<file path="src/rtl/logic_unit_pkg.sv">
// ----------------------------------------------------------------------------
// logic_unit_pkg
// Shared types for the iterative logic unit: the 3-bit operation encoding
// and the controller state encoding. Imported by logic_unit_iter and
// logic_slice.
// ----------------------------------------------------------------------------
package logic_unit_pkg;

    typedef enum logic [2:0] {
        OP_AND  = 3'b000,
        OP_OR   = 3'b001,
        OP_XOR  = 3'b010,
        OP_NOR  = 3'b011,
        OP_NAND = 3'b100,
        OP_XNOR = 3'b101,
        OP_ANDN = 3'b110,  // RS AND NOT RT
        OP_PASS = 3'b111   // pass RS
    } op_e;

    typedef enum logic [1:0] {
        IDLE = 2'd0,
        RUN  = 2'd1,
        FIN  = 2'd2
    } state_e;

endpackage

</file>
<file path="src/rtl/logic_slice.sv">
// ----------------------------------------------------------------------------
// logic_slice
// Combinational SLICE-bit bitwise logic unit.
//
// Ports:
//   i_op : operation select (op_e)
//   i_a  : first operand slice
//   i_b  : second operand slice
//   o_y  : result slice
// ----------------------------------------------------------------------------
module logic_slice
    import logic_unit_pkg::*;
#(
    parameter int SLICE = 4
) (
    input  op_e              i_op,
    input  logic [SLICE-1:0] i_a,
    input  logic [SLICE-1:0] i_b,
    output logic [SLICE-1:0] o_y
);

    always_comb begin
        // NOTE: assign a default before the case so no path leaves o_y unassigned (no latch).
        o_y = '0;
        case (i_op)
            OP_AND:  o_y = i_a & i_b;
            OP_OR:   o_y = i_a | i_b;
            OP_XOR:  o_y = i_a ^ i_b;
            OP_NOR:  o_y = ~(i_a | i_b);
            OP_NAND: o_y = ~(i_a & i_b);
            OP_XNOR: o_y = ~(i_a ^ i_b);
            OP_ANDN: o_y = i_a & ~i_b;
            OP_PASS: o_y = i_a;
            default: o_y = '0;
        endcase
    end

endmodule

</file>
<file path="src/rtl/logic_unit_iter.sv">
// ----------------------------------------------------------------------------
// logic_unit_iter
// Iterative bitwise logic unit: computes OP(RS, RT) SLICE bits per cycle
// into a shadow register, then publishes the full result on O with a
// one-cycle DONE pulse.
//
// Parameters:
//   WIDTH : operand/result width (must be a multiple of SLICE)
//   SLICE : bits processed per cycle (SLICE = WIDTH gives a 1-cycle RUN)
//
// Ports:
//   CLK    : clock, rising edge
//   RST    : synchronous active-high reset
//   START  : begin an operation (accepted in IDLE or FIN, ignored in RUN)
//   OP     : operation select, sampled with START
//   RS, RT : operands, sampled with START
//   O      : result of the last completed operation
//   BUSY   : high while in RUN
//   DONE   : one-cycle pulse when O is updated
//   ZERO   : last completed result is all zeros
//   PARITY : XOR of all bits of the last completed result
//
// Configuration macro:
//   LOGIC_UNIT_ITER_FLAGS_EN : when defined, ZERO/PARITY are registered
//                              alongside O; otherwise both are tied to 0.
// ----------------------------------------------------------------------------
module logic_unit_iter
    import logic_unit_pkg::*;
#(
    parameter int WIDTH = 16,
    parameter int SLICE = 4
) (
    input  logic             CLK,
    input  logic             RST,
    input  logic             START,
    input  logic [2:0]       OP,
    input  logic [WIDTH-1:0] RS,
    input  logic [WIDTH-1:0] RT,
    output logic [WIDTH-1:0] O,
    output logic             BUSY,
    output logic             DONE,
    output logic             ZERO,
    output logic             PARITY
);

    localparam int NSL = WIDTH / SLICE;
    localparam int CW  = (NSL > 1) ? $clog2(NSL) : 1;

    if ((SLICE < 1) || ((WIDTH % SLICE) != 0)) begin : g_bad_cfg
        $error("logic_unit_iter: WIDTH must be a positive multiple of SLICE");
    end

    state_e           r_state;
    state_e           w_state_nxt;
    op_e              r_op;
    logic [WIDTH-1:0] r_rs;
    logic [WIDTH-1:0] r_rt;
    logic [WIDTH-1:0] r_shadow;
    logic [CW-1:0]    r_k;
    logic [WIDTH-1:0] r_o;
    logic             r_done;

    logic             w_accept;
    logic             w_last;
    logic [31:0]      w_base;
    logic [SLICE-1:0] w_a;
    logic [SLICE-1:0] w_b;
    logic [SLICE-1:0] w_y;

    // A new operation may be taken from IDLE or, back-to-back, from FIN.
    assign w_accept = START && ((r_state == IDLE) || (r_state == FIN));
    assign w_last   = (r_k == CW'(NSL - 1));
    assign w_base   = 32'(r_k) * 32'(SLICE);
    assign w_a      = r_rs[w_base +: SLICE];
    assign w_b      = r_rt[w_base +: SLICE];

    logic_slice #(.SLICE(SLICE)) u_slice (
        .i_op (r_op),
        .i_a  (w_a),
        .i_b  (w_b),
        .o_y  (w_y)
    );

    always_comb begin
        w_state_nxt = r_state;
        case (r_state)
            IDLE:    if (START) w_state_nxt = RUN;
            RUN:     if (w_last) w_state_nxt = FIN;
            FIN:     w_state_nxt = START ? RUN : IDLE;
            default: w_state_nxt = IDLE;
        endcase
    end

    always_ff @(posedge CLK) begin
        if (RST) begin
            r_state  <= IDLE;
            r_op     <= OP_AND;
            r_rs     <= '0;
            r_rt     <= '0;
            r_shadow <= '0;
            r_k      <= '0;
            r_o      <= '0;
            r_done   <= 1'b0;
        end else begin
            // NOTE: non-blocking assignments so every register samples pre-edge values.
            r_state <= w_state_nxt;
            // The result lands in O one edge after the last slice is written,
            // so FIN both publishes and may accept the next operation.
            r_done  <= (r_state == FIN);
            if (r_state == FIN) begin
                r_o <= r_shadow;
            end
            if (w_accept) begin
                r_op <= op_e'(OP);
                r_rs <= RS;
                r_rt <= RT;
                r_k  <= '0;
            end else if (r_state == RUN) begin
                r_shadow[w_base +: SLICE] <= w_y;
                r_k <= r_k + 1'b1;
            end
        end
    end

    assign O    = r_o;
    assign DONE = r_done;
    assign BUSY = (r_state == RUN);

`ifdef LOGIC_UNIT_ITER_FLAGS_EN
    logic r_zero;
    logic r_parity;

    always_ff @(posedge CLK) begin
        if (RST) begin
            r_zero   <= 1'b1;
            r_parity <= 1'b0;
        end else if (r_state == FIN) begin
            r_zero   <= ~|r_shadow;
            r_parity <= ^r_shadow;
        end
    end

    assign ZERO   = r_zero;
    assign PARITY = r_parity;
`else
    assign ZERO   = 1'b0;
    assign PARITY = 1'b0;
`endif

endmodule
</file>
<file path="config.mk">
export PLATFORM = sky130hd
export DESIGN_NAME = logic_unit_iter
export DESIGN_NICKNAME = d
export VERILOG_FILES = /design/src/rtl/logic_unit_pkg.sv /design/src/rtl/logic_slice.sv /design/src/rtl/logic_unit_iter.sv
export SDC_FILE = /design/constraint.sdc
export NUM_CORES = 1
export LEC_CHECK = 0
export BUFFER_PORTS_ARGS = -buffer_cell sky130_fd_sc_hd__buf_4
export CORE_MARGIN = 2
export CORE_UTILIZATION = 60
export CTS_BUF_LIST = sky130_fd_sc_hd__clkbuf_8 sky130_fd_sc_hd__clkbuf_16
export DETAILED_ROUTE_END_ITERATION = 10
export HOLD_SLACK_MARGIN = 0.15
export PLACE_DENSITY = 0.85
export SYNTH_ARGS = -nofsm -noshare
export SYNTH_HDL_FRONTEND = slang
export SYNTH_SLANG_ARGS = --single-unit
</file>
<file path="constraint.sdc">
create_clock -name CLK -period 4.4 [get_ports CLK]
set_input_delay 0 -clock CLK [delete_from_list [all_inputs] [get_ports CLK]]
set_output_delay 0 -clock CLK [all_outputs]
set_load 0.005 [all_outputs]
</file>
### Yosys cells after proc, flatten, opt, wreduce, memory -nomap -nowiden

Cells that the tools add are included.

| operators by class | value |
|---|---|
| reductions and logical operators | 7 |
| shift operators | 4 |
| $add $sub $neg | 2 |
| multiplexer cells | 6 |
| bitwise gates (word level) | 9 |
| eq/ne operators | 12 |

Operator list:

| operator | count |
|---|---|
| 4-bit negation with 34-bit output | 1 |
| 4-bit by 34-bit variable shift with 16-bit output, first input constant | 1 |
| 4-bit by 34-bit indexed part select with 16-bit output | 1 |
| 4-bit one-hot mux with 8 select lines | 1 |
| 16-bit by 5-bit indexed part select with 4-bit output | 2 |
| 16-bit bitwise mux | 1 |
| 4-bit inverter | 4 |
| 3-bit equality test, second input constant | 4 |
| 4-bit AND | 2 |
| 3-bit by 2-bit equality test with 1-bit output, second input constant | 2 |
| 2-bit one-hot mux with 3 select lines | 1 |
| 2-bit equality test, second input constant | 2 |
| 2-bit 2-to-1 mux | 2 |
| 4-bit bitwise OR | 1 |
| 2-bit AND reduction | 2 |
| 4-bit XOR | 1 |
| 3-bit by 1-bit equality test with 1-bit output, second input constant | 1 |
| 3-bit logical NOT | 1 |
| 2-bit by 1-bit adder with 2-bit output, second input constant | 1 |
| 2-bit by 1-bit equality test with 1-bit output, second input constant | 1 |
| 2-bit logical NOT | 1 |
| 2-bit by 1-bit != test with 1-bit output, second input constant | 1 |
| 2-bit != test, second input constant | 1 |
| 2-bit OR reduction | 1 |
| other kinds (4) | 4 |

| word-level totals | value |
|---|---|
| output and inout port bits | 20 |
| bits in registers | 72 |
| bits of input ports | 38 |
| word-level logic and storage cells | 48 |

### Depth between registers and ports, before layout

Gate-level depths: netlist of run 1.

| depth | value |
|---|---|
| depth after elaboration | 6 |
| mapped depth | 8 |
| depth with buffers taken out | 7 |

### By module

Synthesis of run 1 repeated with hierarchy kept, for this count alone.

| unflattened totals | value |
|---|---|
| cell total of the unflattened synthesis | 376 |
| area, all modules | 3365.7 µm² |

Modules (own cells, without submodules):

| module | area an instance (µm²) | cells each | instances | seq. area each (µm²) |
|---|---|---|---|---|
| logic_unit_iter | 2876.5 | 322 | 1 | 1441.4 |
| logic_slice | 489.2 | 54 | 1 | 0.0 |

### Least setup slack after synthesis of run 1

Ideal clock, no wire load.

| timing path | value |
|---|---|
| path kind | flip-flop to flip-flop |
| start | register r_k[0] |
| end | register r_shadow[14] |
| arrival | 2.666 ns |
| data required time | 4.339 ns |
| buffers on the path | 1 |
| setup time | 0.061 ns |
| stages on the path, launching flop included | 9 |
| clock period less this slack | 2.726 ns |
| path slack | 1.674 ns |
| cells stage by stage | dfxtp_1 -> buf_4 -> mux4_2 -> inv_1 -> ha_1 -> or2_0 -> mux4_2 -> a311oi_2 -> a22o_1 |

| between the ends | value |
|---|---|
| longest elaborated chain between the ends | 6 |
| elaborated cells on any way between the ends | 15 |
| those cells by class | 1 x add/sub; 4 x shift; 2 x mux; 8 x bitwise |

Ends and longest elaborated chain:

| element | line | RTL |
|---|---|---|
| from (decl) | logic_unit_iter.sv:59 | `logic [CW-1:0] r_k;` |
| from (signal assigned) | logic_unit_iter.sv:120 | `r_k <= r_k + 1'b1;` |
| 16-bit by 5-bit indexed part select with 4-bit output (on tied branches) | logic_unit_iter.sv:75, logic_unit_iter.sv:74 |  |
| 4-bit inverter, or another cell as far along | logic_slice.sv:32 | `OP_ANDN: o_y = i_a & ~i_b;` |
| 4-bit AND, or another cell as far along | logic_slice.sv:32 |  |
| 4-bit one-hot mux with 8 select lines | logic_slice.sv:25 | `case (i_op)` |
| 4-bit by 34-bit indexed part select with 16-bit output | logic_unit_iter.sv:119 | `r_shadow[w_base +: SLICE] <= w_y;` |
| 16-bit bitwise mux (*) | logic_unit_iter.sv:119 |  |
| to (signal, indexed assignment) | logic_unit_iter.sv:119 |  |
| to (decl) | logic_unit_iter.sv:58 | `logic [WIDTH-1:0] r_shadow;` |

Every way passes the cells marked *; elsewhere a longest branch is shown, timed or not.
A chain may end at the register's enable or synchronous reset.

### Worst setup path in the final report of run 1

| timing path | value |
|---|---|
| start | register r_k[0] |
| end | register r_shadow[10] |

Same word-level chain as after synthesis.

==> flow_summary_export.csv, run 1 <==
group,metric,value,unit
outcome,outcome,"complete, no violations",
drt,post_drt_wl_per_cell,16.60,um
critical_path,slowest_delay,0.82,ns
critical_path,required,4.69,ns
drt,vias_per_cell,5.689,
critical_path,path_buf_inv,1,
clock_network,post_cts_buffers,0,
floorplan,io_pins,58,
logic_synthesis,post-synth-top-area-cell,"dfxtp_1",
logic_synthesis,synthesis.area,0.003354,mm^2
global_routing,grt_start_max_net_pins,66,
floorplan,die_x,78.77,um
floorplan,coreArea,0.005439,mm^2
timing,finalSetupTns,0,ns
timing,fin_crit_sh,71.07,%
place,gp_congestion,0.8583,
final_layout,nets,528,
timing,worst_pin_slew,0.9152,ns
drt,first_pass_iters,5,
critical_path,start_kind,"flop",
clock_network,htreeDepth,3,
logic_synthesis,syn_area_per_cell,8.365,um^2
critical_path,cpMostUsedCell,"mux4_2",
pwr,power,0.001504,W
floorplan,chipHeight,78.77,um
final_layout,drive_above_1_share,17.99,%
logic_synthesis,yosys_most_used_dff,"dfxtp_1",
final_layout,final_cell_mix,"nand2_1, dfxtp_1, a21oi_1, buf_4, dlygate4sd3_1",
clock_network,cts.repair.resized,0,
floorplan,initial_utilization,61.67,%
run,max_cap_violations,0,
logic_synthesis,ys_top_cells_by_area,"dfxtp_1, nand2_1, a21oi_1",
pwr,ir_drop,0.3003,mV
timing,finalHoldViolCount,0,
clock_network,cts_sinks,72,
critical_path,crit_slowest_cell,"dfxtp_1",
critical_path,crit_path_end_kind,"flop",
logic_synthesis,ys_seq_area_share,42.97,%
logic_synthesis,ys_ff_latch,72,
pwr,p_leak,1.688,nW
logic_synthesis,netlist.area_leader.share,42.97,%
critical_path,rrSetupSlack,1.27,ns
drt,drt_wl_total,9128,um
floorplan,std_cell_rows,27,
critical_path,crit_path_cell_trace,"mux4_2, inv_1, ha_1, or2_0, mux4_2, a311oi_2, a22o_1",
clock_network,clk_pin_slew,0.08,ns
logic_synthesis,synthCells,401,
final_layout,final_area,0.004323,mm^2
drt,drc,0,
clock_network,cts_tree,"built",
timing,maxSlewHeadroom,38.86,%
timing,maxSlewViolCount,0,
timing,grt_setup_unrepaired,"false",
drt,vias,3129,
timing,setup_viol,0,
critical_path,path_max_fanout,15,
global_routing,antenna_found_initial,0,
clock_network,numCtsBuffers,9,
place,pre_cts_slack,1.325,ns
logic_synthesis,synth_cell_type_count,40,
global_routing,gr-usage-all-layers,30.96,%
timing,fin_ws,1.273,ns
timing,min_period,3.127,ns
global_routing,grt_pass1_wl,14730,um
critical_path,path_class,"flop to flop",
clock_network,clk_latency,0.35,ns
final_layout,final_util,79.48,%
global_routing,grt_overflow_total,0,
worst_hold_path,hold_class,"input pin to flop",
critical_path,arrival,3.42,ns
final_layout,layout_commonest_cell,"nand2_1",
place,io_buffers,55,
timing,fmax,319.8,MHz
final_layout,syn2layout_area_growth,28.87,%
final_layout,antennaDiodeCount,0,
place,place_hpwl,4736,um
critical_path,crit_family,"multiplexers",
floorplan,die-area,0.006205,mm^2
drt,drt_iter0_markers,315,
timing,clock-skew-final,0.008792,ns
logic_synthesis,async_flop_share,0,%
place,place_area,0.003741,mm^2
global_routing,grt_pass1_vias,3049,
logic_synthesis,synth-edff-count,0,
drt,ant_nets,0,
clock_network,clock_tree.root_cell,"clkbuf_8",
pwr,power_density,347.8,mW/mm^2
logic_synthesis,yosys_warnings,0,
clock_network,cts.hold.buffers_added,35,
clock_network,cts.path.max_buffers,2,
[cells in the mapped netlist (2+ instances only)]
cell type,instances
nand3b_1,3
o21ai_0,12
mux4_2,10
nand2b_1,3
inv_1,11
mux2i_1,2
nand2_1,118
dfxtp_1,72
buf_4,3
nor2_1,8
buf_2,5
buf_1,3
nor3_1,5
and2_1,2
ha_1,17
a21oi_1,62
nor2b_1,6
and3_1,3
a32oi_1,12
clkbuf_1,21
a22o_1,4
[sequential cells by signal, summed over array words and instances, names as in the netlist]
signal,cells
r_rs,16
r_shadow,16
DONE,1
r_rt,16
r_state,2
O,16
r_k,2
r_op,3
[logic make-up after synthesis]
group	synth area share [%]
flops	42.97
xor+xnor	0.5223
simple gates	20.29
buf+inv	5.334
mux	7.311
other cells	0.1118
fa+ha+maj	6.341
compound gates	17.12
[worst register-to-register path: cells and delay by family, from the launching register on]
family | cells | cell delay, ns
mux | 2 | 1.14
flops | 1 | 0.82
buf+inv | 1 | 0.08
compound gates | 2 | 0.60
fa+ha+maj | 1 | 0.23
simple gates | 1 | 0.19
[power breakdown]
group          switching [W]  total, W  internal [W]
logic               0.000101  0.000197     0.0000951
registers          0.0000282  0.000703      0.000674
clock network       0.000255  0.000604      0.000349
[layout make-up]
cell class	count	area [um^2]
tap	72	90.09
clock buffer	11	151.4
sequential	72	1441
timing repair buffer	92	778.2
inverter	11	41.29
fill	333	1116
clock inverter	5	80.08
multi-input combinational	287	1740
[final timing paths]
path                            cells past startpoint           end   start
worst min register to register                      2          O[9]    O[9]
worst max register to register                      7  r_shadow[10]  r_k[0]
worst max-delay path                                7  r_shadow[10]  r_k[0]
worst min-delay path                                2       r_op[0]     RST
[per-stage QoR]
step,instances,hold slack [ns]
3_5_place_dp,499,0.2525
3_3_place_gp,499,0.2462
2_1_floorplan,402,0.1360
6_report,550,0.1831
4_1_cts,550,0.1726
5_1_grt,550,0.1880
[per-layer routing]
layer / GRT usage [%] / vias up / share of wire (%)
met5: 0 / - / 0
met4: 14.56 / 0 / 4.1
met3: 8.409 / 32 / 6.9
met2: 51.71 / 148 / 49
met1: 37.14 / 1446 / 40
li1: - / 1503 / -
No activity file was read; power rests on OpenSTA's default activity.
==> run 2, diff against run 1 <==
--- a/config.mk
+++ b/config.mk
@@ -7,11 +7,11 @@
 export LEC_CHECK = 0
 export BUFFER_PORTS_ARGS = -buffer_cell sky130_fd_sc_hd__buf_4
 export CORE_MARGIN = 2
-export CORE_UTILIZATION = 60
+export CORE_UTILIZATION = 50
 export CTS_BUF_LIST = sky130_fd_sc_hd__clkbuf_8 sky130_fd_sc_hd__clkbuf_16
 export DETAILED_ROUTE_END_ITERATION = 10
 export HOLD_SLACK_MARGIN = 0.15
-export PLACE_DENSITY = 0.85
+export PLACE_DENSITY = 0.75
 export SYNTH_ARGS = -nofsm -noshare
 export SYNTH_HDL_FRONTEND = slang
 export SYNTH_SLANG_ARGS = --single-unit
==> constraint.sdc (replaced) <==
create_clock -name CLK -period 2.5 [get_ports CLK]
set_input_delay 0 -clock CLK [delete_from_list [all_inputs] [get_ports CLK]]
set_output_delay 0 -clock CLK [all_outputs]
set_load 0.005 [all_outputs]
==> run 2 against run 1 <==
Effect of this change: fmax is 29% higher; non-clock buffer count increased by 9; first-iteration DRC count shrank 25%; via count shrank 3.2%; final cell count increased by 2.5%; worst hold slack better by 0.021 ns; die area up 19%; power grew 75%; register-to-register slack lost 1.2 ns; utilization decreased by 10 points.
==> flow_summary_export.csv, run 2 (synthesis results as in run 1) <==
group,metric,value,unit
drt,ant_nets,0,
timing,fmax,411.2,MHz
global_routing,grt_pass1_wl,13360,um
pwr,p_leak,1.731,nW
global_routing,antenna_found_initial,0,
critical_path,path_class,"flop to flop",
critical_path,path_max_fanout,4,
drt,vias_per_cell,5.371,
clock_network,cts.path.max_buffers,2,
pwr,comb_power_share,13.7,%
drt,drt_wl_total,7992,um
place,io_buffers,55,
critical_path,required,2.80,ns
pwr,swShare,25.49,%
clock_network,cts_sinks,72,
timing,finalSetupTns,0,ns
timing,finalHoldViolCount,0,
timing,maxSlewViolCount,0,
critical_path,slowest_delay,0.53,ns
final_layout,drive_above_1_share,20.33,%
critical_path,rrSetupSlack,0.07,ns
pwr,ir_drop,0.3323,mV
floorplan,coreArea,0.006422,mm^2
outcome,outcome,"complete, no violations",
timing,worst_pin_slew,0.7259,ns
floorplan,die_x,85.91,um
timing,hold_ws,0.2046,ns
clock_network,cts_tree,"built",
floorplan,initial_utilization,52.23,%
drt,post_drt_wl_per_cell,14.17,um
floorplan,std_cell_rows,29,
final_layout,nFillCells,502,
global_routing,grt_overflow_total,0,
critical_path,crit_slowest_cell,"mux4_2",
final_layout,syn2layout_area_growth,32.15,%
drt,drc,0,
global_routing,gr-usage-all-layers,22.91,%
run,max_cap_violations,0,
place,gp_congestion,0.8793,
timing,clock-skew-final,0.008517,ns
global_routing,grt_pass1_vias,2887,
clock_network,clock_tree.root_cell,"clkbuf_8",
floorplan,chipHeight,85.91,um
drt,first_pass_iters,4,
clock_network,htreeDepth,3,
timing,setup_viol,0,
timing,min_period,2.432,ns
drt,vias,3029,
clock_network,clk_pin_slew,0.08,ns
floorplan,die-area,0.007381,mm^2
pwr,seqPwrFrac,46.6,%
final_layout,nets,537,
drt,drt_iter0_markers,235,
pwr,power_density,593.8,mW/mm^2
worst_hold_path,hold_class,"input pin to flop",
clock_network,clk_latency,0.36,ns
critical_path,start_kind,"flop",
floorplan,io_pins,58,
global_routing,grt_start_max_net_pins,66,
final_layout,layout_commonest_cell,"nand2_1",
clock_network,numCtsBuffers,9,
critical_path,crit_path_end_kind,"flop",
critical_path,cpMostUsedCell,"mux4_2",
timing,grt_setup_unrepaired,"true",
pwr,p_sw,0.0006710,W
timing,fin_crit_sh,97.29,%
final_layout,antennaDiodeCount,0,
pwr,clkPwrFrac,39.7,%
place,place_hpwl,5073,um
critical_path,arrival,2.73,ns
timing,maxSlewHeadroom,51.54,%
final_layout,final_cell_mix,"nand2_1, dfxtp_1, buf_4, a21oi_1, dlygate4sd3_1",
critical_path,crit_path_cell_trace,"mux4_2, inv_2, ha_4, or2_0, mux4_2, a311oi_4, a22o_1",
pwr,p_int,0.001961,W
[run 2: final timing paths]
path	from	to	depth (start not counted)
worst max-delay path	r_k[0]	r_shadow[10]	7
worst min-delay path	START	r_state[0]	4
worst max register to register	r_k[0]	r_shadow[10]	7
worst min register to register	O[8]	O[8]	2
[run 2: worst max-delay path: cells and delay by family (launching register included)]
kind	cells	cell delay, ns
multiplexers	2	1.03
AO/OA/AOI/OAI	2	0.48
flip-flops	1	0.39
adder cells (fa/ha/maj)	1	0.20
buffers and inverters	1	0.10
AND/OR/NAND/NOR	1	0.19
[run 2: repair_timing]
action | CTS | global route
buffers inserted | 0 | 3
cloned | 0 | 0
pin swaps | 0 | 1
hold buffers | 36 | 0
resized for setup | 1 | 8
hold endpoints to repair | 36 | 0
endpoints found under the setup margin | 4 | 12
[run 2: area by class of cell]
cell class	count	area (um^2)	area share, %
Multi-Input combinational cell	287	1764	39.80
Sequential cell	72	1445	32.60
Clock inverter	6	92.59	2.089
Clock buffer	10	137.6	3.105
Timing Repair Buffer	101	855.8	19.31
Inverter	11	41.29	0.9314
Tap cell	77	96.34	2.173
[run 2: metrics by stage]
stage,std cells,instance area [um^2],total power [W],utilization (%),setup slack [ns]
detailed placement,509,3789,0.001544,58.99,-0.01914
finish,564,4433,0.002632,69.02,0.06783
global placement,509,3789,0.001533,58.99,0.03782
CTS,561,4390,0.002627,68.36,0.001761
floorplan,402,3369,0.001448,-,0.005671
global route,564,4433,0.002743,69.02,-0.05144
[run 2: layer usage]
| metal | wire (um) | GRT usage [%] | vias to the layer above |
|---|---|---|---|
| li1 | - | - | 1532 |
| met3 | 359 | 5.294 | 21 |
| met1 | 3457 | 27.77 | 1389 |
| met5 | 0 | 0 | - |
| met2 | 3953 | 38.97 | 87 |
| met4 | 221 | 9.668 | 0 |
[run 2: power by group through the flow]
stage	combinational [W]	sequential, W	clock [W]
2_1_floorplan	0.000217	0.00123	0
6_report	0.000362	0.00123	0.00104
3_3_place_gp	0.000283	0.00125	0
3_5_place_dp	0.000293	0.00125	0
4_1_cts	0.000342	0.00122	0.00106
5_1_grt	0.000399	0.00123	0.00111
==> run 3, diff against run 2 <==
--- a/config.mk
+++ b/config.mk
@@ -6,12 +6,12 @@
 export NUM_CORES = 1
 export LEC_CHECK = 0
 export BUFFER_PORTS_ARGS = -buffer_cell sky130_fd_sc_hd__buf_4
+export CORE_ASPECT_RATIO = 1.2
 export CORE_MARGIN = 2
-export CORE_UTILIZATION = 50
+export CORE_UTILIZATION = 25
 export CTS_BUF_LIST = sky130_fd_sc_hd__clkbuf_8 sky130_fd_sc_hd__clkbuf_16
 export DETAILED_ROUTE_END_ITERATION = 10
 export HOLD_SLACK_MARGIN = 0.15
-export PLACE_DENSITY = 0.75
 export SYNTH_ARGS = -nofsm -noshare
 export SYNTH_HDL_FRONTEND = slang
 export SYNTH_SLANG_ARGS = --single-unit
==> run 3 against run 2 <==
Effect of this change: flip-flop and latch count unchanged; critical path type unchanged; utilization down 34 points; largest cell class unchanged; via count down 0.13%; power up 4.5%; highest routed layer unchanged; routed wire length up 4.1%; clock skew down 0.0017 ns.
==> flow_summary_export.csv, run 3 (synthesis results as in run 1) <==
group,metric,value,unit
place,place_area,0.003925,mm^2
outcome,outcome,"complete, no violations",
drt,first_pass_iters,4,
floorplan,std_cell_rows,46,
worst_hold_path,hold_class,"input pin to flop",
final_layout,antennaDiodeCount,0,
timing,clock-skew-final,0.006808,ns
critical_path,crit_path_end_kind,"flop",
timing,fmax,411.4,MHz
critical_path,path_buf_inv,1,
floorplan,initial_utilization,25.45,%
critical_path,arrival,2.70,ns
critical_path,crit_family,"multiplexers",
floorplan,coreArea,0.01318,mm^2
critical_path,r2r-start,"r_k[0]",
pwr,p_leak,1.756,nW
place,io_buffers,55,
drt,vias,3025,
clock_network,clk_pin_slew,0.06,ns
final_layout,final_cells,657,
critical_path,path_class,"flop to flop",
critical_path,slowest_delay,0.53,ns
worst_hold_path,min-delay-start,"START",
final_layout,layout_commonest_cell,"nand2_1",
timing,worst_pin_slew,0.7208,ns
drt,vias_per_cell,4.604,
final_layout,drive_above_1_share,20.65,%
critical_path,required,2.77,ns
clock_network,cts_sinks,72,
drt,drc,0,
final_layout,syn2layout_area_growth,37.19,%
timing,grt_setup_unrepaired,"true",
final_layout,nets,539,
final_layout,final_area,0.004602,mm^2
global_routing,grt_start_max_net_pins,50,
clock_network,cts_tree,"built",
place,gp_congestion,0.8598,
timing,fin_crit_sh,97.24,%
final_layout,final_cell_mix,"nand2_1, dfxtp_1, buf_4, a21oi_1, dlygate4sd3_1",
place,place_inst,603,
clock_network,cts.path.max_buffers,2,
critical_path,cpMostUsedCell,"mux4_2",
floorplan,chipHeight,130.9,um
place,place_hpwl,5963,um
clock_network,clock_tree.root_cell,"clkbuf_16",
timing,setup_viol,0,
global_routing,use_met2,21.28,%
critical_path,crit_start,"r_k[0]",
critical_path,path_max_fanout,4,
drt,post_drt_wl_per_cell,12.67,um
global_routing,use_met1,14.51,%
critical_path,crit_path_cell_trace,"mux4_2, inv_2, ha_4, or2_0, mux4_2, a311oi_4, a22o_1",
timing,maxSlewViolCount,0,
pwr,power_density,597.7,mW/mm^2
critical_path,crit_slowest_cell,"mux4_2",
floorplan,die-area,0.01436,mm^2
floorplan,io_pins,58,
global_routing,grt_use_met3,2.976,%
global_routing,grt_pass1_vias,3002,
drt,drt_iter0_markers,193,
global_routing,gr-usage-all-layers,12.05,%
pwr,ir_drop,0.2698,mV
critical_path,start_kind,"flop",
clock_network,clk_latency,0.33,ns
global_routing,grt_overflow_total,0,
floorplan,die_x,109.7,um
global_routing,grt_pass1_wl,13730,um
global_routing,antenna_found_initial,0,
timing,finalHoldViolCount,0,
global_routing,grt_busiest_layer,"met2",
timing,hold_ws,0.2257,ns
clock_network,numCtsBuffers,9,
drt,drt_wl_total,8323,um
run,max_cap_violations,0,
timing,maxSlewHeadroom,51.88,%
timing,min_period,2.431,ns
clock_network,htreeDepth,3,
drt,ant_nets,0,
## run 3: report_power, final
| part | internal [W] | switching, W | total, W |
|---|---|---|---|
| clock network | 0.000668 | 0.000494 | 0.00116 |
| logic | 0.000183 | 0.000179 | 0.000362 |
| registers | 0.00119 | 0.0000376 | 0.00123 |
| total | 0.00204 | 0.000711 | 0.00275 |
## run 3: repair_timing
| action | CTS | global route |
|---|---|---|
| setup endpoints to repair | 4 | 12 |
| pin swaps | 0 | 2 |
| buffers inserted | 0 | 2 |
| resized for setup | 1 | 8 |
| cloned | 0 | 0 |
| hold buffers | 36 | 0 |
| endpoints found under the hold margin | 36 | 0 |
## run 3: layout make-up
cell class | count | area (um^2)
sequential | 72 | 1445
multi-input combinational | 287 | 1764
inverter | 11 | 41.29
clock buffer | 9 | 225.2
timing repair buffer | 103 | 867.1
fill | 1320 | 8578
clock inverter | 7 | 48.80
tap | 168 | 210.2
## run 3: path summary, 6_finish.rpt
| kind | end | slack [ns] | cells past startpoint |
|---|---|---|---|
| max reg2reg | r_shadow[6] | 0.07 | 7 |
| min | r_state[0] | 0.23 | 4 |
| min reg2reg | O[6] | 0.46 | 2 |
| max | r_shadow[6] | 0.07 | 7 |
## run 3: metrics by stage
stage | utilization [%] | power (W) | TNS [ns] | setup slack [ns]
finish | 34.92 | 0.002751 | 0 | 0.06902
global route | 34.92 | 0.002861 | -0.1785 | -0.03287
global placement | 29.78 | 0.001540 | 0 | 0.07682
floorplan | - | 0.001448 | 0 | 0.005671
CTS | 34.68 | 0.002762 | 0 | 0.01227
detailed placement | 29.78 | 0.001554 | -0.01012 | -0.01012
## run 3: worst reg2reg max path, delay by kind of cell, from the launching register on
kind | cells | cell delay, ns
adders and majority gates | 1 | 0.20
AOI/OAI and AO/OA | 2 | 0.49
and+or+nand+nor | 1 | 0.18
muxes | 2 | 1.03
DFF | 1 | 0.38
buffers and inverters | 1 | 0.10
## run 3: layer usage
metal	wire length (um)	vias to the layer above
li1	-	1530
met1	3678	1414
met2	4223	69
met3	328	12
met4	93	0
met5	0	-
